==> config.mk <==
export PLATFORM = sky130hd
export DESIGN_NAME = plb_dac_stream
export DESIGN_NICKNAME = d
export VERILOG_FILES = /design/src/rtl/plb_dac_pkg.sv /design/src/rtl/dac_sample_fifo.sv /design/src/rtl/plb_dac_stream.sv
export SDC_FILE = /design/constraint.sdc
export NUM_CORES = 1
export LEC_CHECK = 0
export ABC_AREA = 1
export BUFFER_PORTS_ARGS = -buffer_cell sky130_fd_sc_hd__buf_2
export CAP_MARGIN = 20
export CORE_MARGIN = 2
export CORE_UTILIZATION = 57
export CTS_BUF_LIST = sky130_fd_sc_hd__clkbuf_4 sky130_fd_sc_hd__clkbuf_8
export CTS_CLUSTER_DIAMETER = 40
export DETAILED_ROUTE_END_ITERATION = 10
export PLACE_DENSITY = 0.84
export SETUP_SLACK_MARGIN = 0.02
export SYNTH_ARGS = -nofsm -noshare
export SYNTH_HDL_FRONTEND = slang
export SYNTH_SLANG_ARGS = --single-unit
==> constraint.sdc <==
create_clock -name Bus2IP_Clk -period 2.7 [get_ports Bus2IP_Clk]
set_clock_uncertainty 0.2 [all_clocks]
set_input_delay 0.675 -clock Bus2IP_Clk [delete_from_list [all_inputs] [get_ports Bus2IP_Clk]]
set_output_delay 0.675 -clock Bus2IP_Clk [all_outputs]
set_load 0.02 [all_outputs]
==> src/rtl/plb_dac_pkg.sv <==
// Shared definitions for the PLB DAC sample engine: source modes, FSM states,
// LFSR constants and the midscale helper.
package plb_dac_pkg;

  localparam logic [1:0] MODE_HOLD = 2'd0;
  localparam logic [1:0] MODE_FIFO = 2'd1;
  localparam logic [1:0] MODE_PN   = 2'd2;
  localparam logic [1:0] MODE_RAMP = 2'd3;

  typedef enum logic [1:0] {
    ST_IDLE  = 2'd0,
    ST_PRIME = 2'd1,
    ST_RUN   = 2'd2
  } dac_state_e;

  // x^15 + x^14 + 1: feedback is the XOR of bits 14 and 13.
  localparam logic [14:0] LFSR_SEED = 15'h7FFF;
  localparam logic [14:0] LFSR_TAPS = 15'h6000;

  function automatic logic [15:0] midscale(input int width);
    return 16'd1 << (width - 1);
  endfunction

endpackage

==> src/rtl/dac_sample_fifo.sv <==
// Synchronous sample FIFO with occupancy level. Pushes when full and pops
// when empty are ignored; a pop while empty never bypasses a same-cycle push.
module dac_sample_fifo #(
  parameter int C_DATA_W     = 10,
  parameter int C_FIFO_DEPTH = 16
) (
  input  logic                            clk,
  input  logic                            rst,
  input  logic [C_DATA_W-1:0]             wr_data,
  input  logic                            push,
  input  logic                            pop,
  output logic [C_DATA_W-1:0]             rd_data,
  output logic [$clog2(C_FIFO_DEPTH):0]   level,
  output logic                            full,
  output logic                            empty
);

  localparam int AW = $clog2(C_FIFO_DEPTH);
  localparam int LW = AW + 1;

  logic [C_DATA_W-1:0] mem [C_FIFO_DEPTH];
  logic [AW-1:0]       wr_ptr;
  logic [AW-1:0]       rd_ptr;
  logic                do_push;
  logic                do_pop;

  assign full    = (level == LW'(C_FIFO_DEPTH));
  assign empty   = (level == '0);
  assign do_push = push && !full;
  assign do_pop  = pop && !empty;
  assign rd_data = mem[rd_ptr];

  // NOTE: storage has no reset; only pointers and level define validity.
  always_ff @(posedge clk) begin
    if (do_push) mem[wr_ptr] <= wr_data;
  end

  // NOTE: sequential state uses non-blocking assignments so every register
  // samples pre-edge values regardless of statement order.
  always_ff @(posedge clk) begin
    if (rst) begin
      wr_ptr <= '0;
      rd_ptr <= '0;
      level  <= '0;
    end else begin
      if (do_push) wr_ptr <= wr_ptr + 1'b1;
      if (do_pop)  rd_ptr <= rd_ptr + 1'b1;
      case ({do_push, do_pop})
        2'b10:   level <= level + 1'b1;
        2'b01:   level <= level - 1'b1;
        default: level <= level;
      endcase
    end
  end

endmodule

==> src/rtl/plb_dac_stream.sv <==
// DAC sample engine: IDLE/PRIME/RUN sequencer, sample-rate divider, FIFO/PN/
// ramp/hold sources and offset-binary / two's-complement output formatting.
module plb_dac_stream
  import plb_dac_pkg::*;
#(
  parameter int C_DATA_W     = 10,
  parameter int C_FIFO_DEPTH = 16,
  parameter int C_DIV_W      = 8,
  parameter int C_PRIME      = 8
) (
  input  logic                          Bus2IP_Clk,
  input  logic                          Bus2IP_Reset,
  input  logic                          cfg_enable,
  input  logic [1:0]                    cfg_mode,
  input  logic [C_DIV_W-1:0]            cfg_div,
  input  logic                          cfg_twos,
  input  logic [C_DATA_W-1:0]           wr_data,
  input  logic                          wr_valid,
  output logic                          wr_ready,
  output logic [$clog2(C_FIFO_DEPTH):0] fifo_level,
  input  logic                          clr_status,
  output logic                          underrun,
  output logic [C_DATA_W-1:0]           dac_data,
  output logic                          dac_clk,
  output logic                          dac_pwrdn
);

  localparam int LW = $clog2(C_FIFO_DEPTH) + 1;
  localparam logic [C_DATA_W-1:0] MID = C_DATA_W'(midscale(C_DATA_W));

  dac_state_e state, state_next;

  logic [1:0]          mode_q, mode_act;
  logic [C_DIV_W-1:0]  div_q, div_act;
  logic                twos_q, twos_act;
  logic [C_DIV_W-1:0]  phase, phase_last;
  logic [C_DIV_W:0]    period, half;
  logic [14:0]         lfsr;
  logic [C_DATA_W-1:0] ramp;
  logic [C_DATA_W-1:0] src_val;
  logic                src_upd;
  logic                tick, enter, stay_run;
  logic                fifo_full, fifo_empty, fifo_pop;
  logic [C_DATA_W-1:0] fifo_rd;

  dac_sample_fifo #(
    .C_DATA_W     (C_DATA_W),
    .C_FIFO_DEPTH (C_FIFO_DEPTH)
  ) u_fifo (
    .clk     (Bus2IP_Clk),
    .rst     (Bus2IP_Reset),
    .wr_data (wr_data),
    .push    (wr_valid),
    .pop     (fifo_pop),
    .rd_data (fifo_rd),
    .level   (fifo_level),
    .full    (fifo_full),
    .empty   (fifo_empty)
  );

  assign wr_ready  = !fifo_full;
  assign dac_pwrdn = (state == ST_IDLE);

  // Configuration is transparent in IDLE and frozen once the engine starts.
  assign mode_act = (state == ST_IDLE) ? cfg_mode : mode_q;
  assign div_act  = (state == ST_IDLE) ? cfg_div  : div_q;
  assign twos_act = (state == ST_IDLE) ? cfg_twos : twos_q;

  assign phase_last = (div_act == '0) ? C_DIV_W'(1) : div_act;
  assign period     = {1'b0, phase_last} + 1'b1;
  assign half       = period >> 1;

  // NOTE: every always_comb output gets a default first so no latch is inferred.
  always_comb begin
    state_next = state;
    case (state)
      ST_IDLE:  if (cfg_enable) state_next = (mode_act == MODE_FIFO) ? ST_PRIME : ST_RUN;
      ST_PRIME: if (fifo_level >= LW'(C_PRIME)) state_next = ST_RUN;
      ST_RUN:   state_next = ST_RUN;
      default:  state_next = ST_IDLE;
    endcase
    if (!cfg_enable) state_next = ST_IDLE;
  end

  assign stay_run = (state == ST_RUN) && (state_next == ST_RUN);
  assign tick     = stay_run && (phase == '0);
  assign enter    = (state == ST_IDLE) && (state_next != ST_IDLE);
  assign fifo_pop = tick && (mode_q == MODE_FIFO) && !fifo_empty;

  always_comb begin
    src_val = MID;
    src_upd = tick;
    case (mode_q)
      MODE_FIFO: begin
        src_val = fifo_rd;
        src_upd = tick && !fifo_empty;
      end
      MODE_PN:   src_val = lfsr[C_DATA_W-1:0];
      MODE_RAMP: src_val = ramp;
      default:   src_val = MID;
    endcase
  end

  always_ff @(posedge Bus2IP_Clk) begin
    if (Bus2IP_Reset) begin
      state  <= ST_IDLE;
      mode_q <= MODE_HOLD;
      div_q  <= '0;
      twos_q <= 1'b0;
    end else begin
      state <= state_next;
      if (state == ST_IDLE) begin
        mode_q <= cfg_mode;
        div_q  <= cfg_div;
        twos_q <= cfg_twos;
      end
    end
  end

  always_ff @(posedge Bus2IP_Clk) begin
    if (Bus2IP_Reset) begin
      phase    <= '0;
      lfsr     <= LFSR_SEED;
      ramp     <= '0;
      underrun <= 1'b0;
    end else begin
      phase <= (stay_run && phase != phase_last) ? phase + 1'b1 : '0;

      if (enter)
        lfsr <= LFSR_SEED;
      else if (tick && mode_q == MODE_PN)
        lfsr <= {lfsr[13:0], ^(lfsr & LFSR_TAPS)};

      if (enter)
        ramp <= '0;
      else if (tick && mode_q == MODE_RAMP)
        ramp <= ramp + 1'b1;

      // A new underrun wins over a same-cycle clear.
      if (tick && mode_q == MODE_FIFO && fifo_empty)
        underrun <= 1'b1;
      else if (clr_status)
        underrun <= 1'b0;
    end
  end

  // Output stage is one cycle behind the phase counter, so new data and the
  // falling dac_clk edge appear together.
  always_ff @(posedge Bus2IP_Clk) begin
    if (Bus2IP_Reset) begin
      dac_data <= MID;
      dac_clk  <= 1'b0;
    end else begin
      if (src_upd)
        dac_data <= src_val ^ {twos_q, {(C_DATA_W-1){1'b0}}};
      else if (!stay_run)
        dac_data <= MID ^ {twos_act, {(C_DATA_W-1){1'b0}}};
      dac_clk <= stay_run && ({1'b0, phase} >= half);
    end
  end

endmodule
==> summary.md <==
| Metric | Value |
|---|---|
| Status | completed |
| Main combinational cell family by area after synthesis | simple AND/OR/NAND/NOR gates |
| Proportion of layout cells with a drive suffix above 1 | 0.1848 |
| Pins Over Slew Limit | 0 |
| Most numerous cell in the Yosys netlist | nor2_1 |
| Floorplan Core Area | between 15,000 and 20,000 um^2 |
| WL per Instance | about 16 um |
| DP HPWL | about 14,000 um |
| Static leakage | between 4 and 5 nW |
| Synthesized instance count | approximately 1,000 |
| Worst-Skew Late Latency | ~530 ps |
| HP Class | input pin to flip-flop |
| Least-Margin Pin Slew | between 500 and 600 ps |
| GR Util All Layers | 0.2367 |
| Clock-pin slew on the worst setup and hold paths | about 60 ps |
| Critical Path Start | state[0]$_SDFF_PP0_ |
| Top_reg_cell synth | edfxtp_1 |
| Drt drc | 0 |
| Unrepaired setup endpoints after global routing | yes |
| Synth top area cells | edfxtp_1 (48%), dfxtp_1 (15%), nor2_1 (6.6%), o21ai_0 (6.5%), nand2_1 (4.7%) |
| Mean Syn Cell Area | 10.05 um^2 |
| CTS root buffer | clkbuf_8 |
| RD Place Congestion | between 0.8 and 0.9 |
| CP Class | flip-flop to flip-flop |
| Initial core utilization | 0.5828 |
| Simple-gate area share of the yosys netlist | 0.1559 |
| WL final | between 20,000 and 25,000 um |
| Initial antenna violation count | 0 |
| Most instantiated cells after synthesis | nor2_1 (177), edfxtp_1 (160), o21ai_0 (130) |
| Clk buf depth | 3 |
| Wire length on met1 | roughly 9000 um |
| Worst Path Required | around 2900 ps |
| Fmax | roughly 0.37 GHz |
| Global-route wire length before repair | 34,340 um |
| CP endpoint | dac_clk$_SDFF_PP0_ |
| Hold_buf cts | 0 |
| Largest area contributor in the netlist | edfxtp_1 |
| Final ANT Viol Nets | 0 |
| CTS Sinks | 235 |
| Adder-cell share of the synthesized area | 0.02366 |
| Vias in the first global route | 7,159 |
| Met2 routed WL | about 11,000 um |
| Syn nets | 1,045 |
| CTS H-Tree Depth | 2 |
| RR Startpoint | state[0]$_SDFF_PP0_ |
| Die X-Extent | roughly 140 um |
| Post-synthesis compound-gate area fraction | 0.1305 |
| Cell variety after synth | 39 |
| CP max FO | 5 |
| Final Hold Viols | 0 |
| PD cells | around 640 nW/um^2 |
| # setup viols final | 0 |
| Syn Std Cell Area | approximately 10,000 um^2 |
| Die area | ~19,000 um^2 |
| FFs w/ async S/R, synth | 0 |
| Final setup margin | ~14 ps |
| Largest net degree at the start of global routing | 81 |
| ANT cells | 0 |
| DR top layer | met4 |
| Fin crit share | 0.9948 |
| IO Port Bufs | 44 |
| Worst hold slack | between 150 and 200 ps |
| Register area share after synthesis | 0.6277 |
| I/O Pins | 45 |
| Worst R2R End | dac_clk$_SDFF_PP0_ |
| Fin crit period | 2686 ps |
| Setup_tns | 0 ps |
| CP max stage delay | 330 ps |
| Worst rel slew slack | 0.6591 |
| Share of the synthesized area in the top cell type | 0.4783 |
| Rows | 48 |
| Via/cell ratio | around 5.6 |
| Synthesized flop and latch total | around 240 |
| Slowest cell on crit path | dfxtp_2 |
| Die height | between 100 and 150 um |
| R2R setup slack | between 10 and 15 ps |
| Nets | ~1,100 |
| Layout area overhead | 16.58% |
| Routed vias | about 7,600 |
| Met3 Wirelength | around 1500 um |
| Number of synthesized flops with an enable pin | 160 |
| XOR/XNOR share of the synthesized area | 0.01744 |
| WP data arrival | between 2000 and 3000 ps |
| Num CTS Buffers | 37 |
| Element type at the critical path end | flip-flop |
| Place WS | -187.7 ps |
| Startpoint Class | flip-flop |
| Worst Reg-to-Reg Cells | 21 |
| CTS tree | yes |
| Worst vdd ir | ~0.00048 V |
| 1st-iter DRT viols | ~660 |
| Syn. warnings | 0 |
| Congestion Overflow GR | 0 |
| Crit path cell chain | nor2_4 -> buf_6 -> nand2_4 -> nand2_2 -> inv_2 -> nor2_4 -> nand2_2 -> nor2_2 -> inv_2 -> or2_4 -> nor2_4 -> nand2_2 -> or2_4 -> nand2_4 -> ha_4 -> nand2_4 -> inv_2 -> nand4_1 -> o211ai_1 -> o21ai_1 -> inv_1 |
| Final Core Density | 0.6794 |
| Multiplexer share of the synthesized area | 0.0009964 |
| Drt pass-1 iters | 6 |
| Max-cap violations | 0 |
==> critical path: cells and delay by family, from the launching register on <==
family / cells / cell delay, ps
and+or+nand+nor: 13 / 1320
DFF: 1 / 330
buffers and inverters: 5 / 280
AOI/OAI and AO/OA: 2 / 230
adders and majority gates: 1 / 200
==> per-stage QoR <==
stage                     area [um^2]  power, mW  instances
after floorplan                 10060      4.292       1000
after global placement          10850      4.475       1286
after detailed placement        10850      4.494       1286
after CTS                       11630      7.530       1352
after global routing            11710      7.766       1356
final                           11710      7.526       1356
==> final cells by class <==
cell class | count | area [um^2]
clock buffers | 55 | 663.1
flip-flops and latches | 235 | 6311
multi-input cells | 653 | 3368
inverters | 71 | 266.5
well taps | 225 | 281.5
fillers | 1135 | 5525
clock inverters | 11 | 106.4
repair buffers | 106 | 714.4
==> placed cells by master, fill, tap and decap left out, drive strengths merged, types with 31 or more instances in the layout <==
cell type and instances:
nor2 181, edfxtp 160, o21ai 145, nand2 131
buf 106, dfxtp 75, inv 69, clkbuf 55
a21oi 44, nand3 38, o211ai 31
==> power breakdown <==
part           switching [mW]  internal (mW)  total (mW)
sequential             0.0296           3.90        3.93
clock                    1.31           1.77        3.08
combinational           0.331          0.184       0.515
total                    1.67           5.85        7.53
==> how the worst min path moves through the flow <==
stage	cells past startpoint	startpoint	to	slack, ps
5_1_grt	3	cfg_enable	state[0]$_SDFF_PP0_	200
4_1_cts	4	clr_status	underrun$_SDFFE_PP0P_	170
6_report	3	cfg_enable	state[0]$_SDFF_PP0_	190
2_1_floorplan	2	lfsr[10]$_SDFFE_PP1P_	lfsr[10]$_SDFFE_PP1P_	230
3_3_place_gp	2	lfsr[12]$_SDFFE_PP1P_	lfsr[12]$_SDFFE_PP1P_	240
3_5_place_dp	2	lfsr[11]$_SDFFE_PP1P_	lfsr[11]$_SDFFE_PP1P_	250
==> repair_timing <==
action                                  4_1_cts  5_1_grt
gates resized for setup                       4       12
setup buffers                                 0        4
pin swaps                                     1        3
endpoints found under the setup margin        1        6
==> registers in the layout, indices dropped and copies added, names as in the netlist, 2 cells and up, named ones only <==
signal / count
u_fifo.rd_ptr: 4
phase: 8
ramp: 10
u_fifo.wr_ptr: 4
lfsr: 15
u_fifo.mem: 160
u_fifo.level: 5
mode_q: 2
div_q: 8
state: 2
dac_data: 10
==> routing by layer <==
metal,vias to the layer above,GRT usage
li1,3669,-
met4,0,0.09954
met5,-,0
met2,304,0.3931
met3,62,0.04185
met1,3609,0.3081
==> logic make-up (layout without fill, tap and decap cells) <==
logic type	Yosys count	after routing
AOI/OAI and AO/OA	237	237
xor gates and xnor gates	20	20
adders and majority gates	19	19
buffers and inverters	112	243
DFF	235	235
muxes	1	1
and+or+nand+nor	376	376
(Power assumes the default switching activity.)
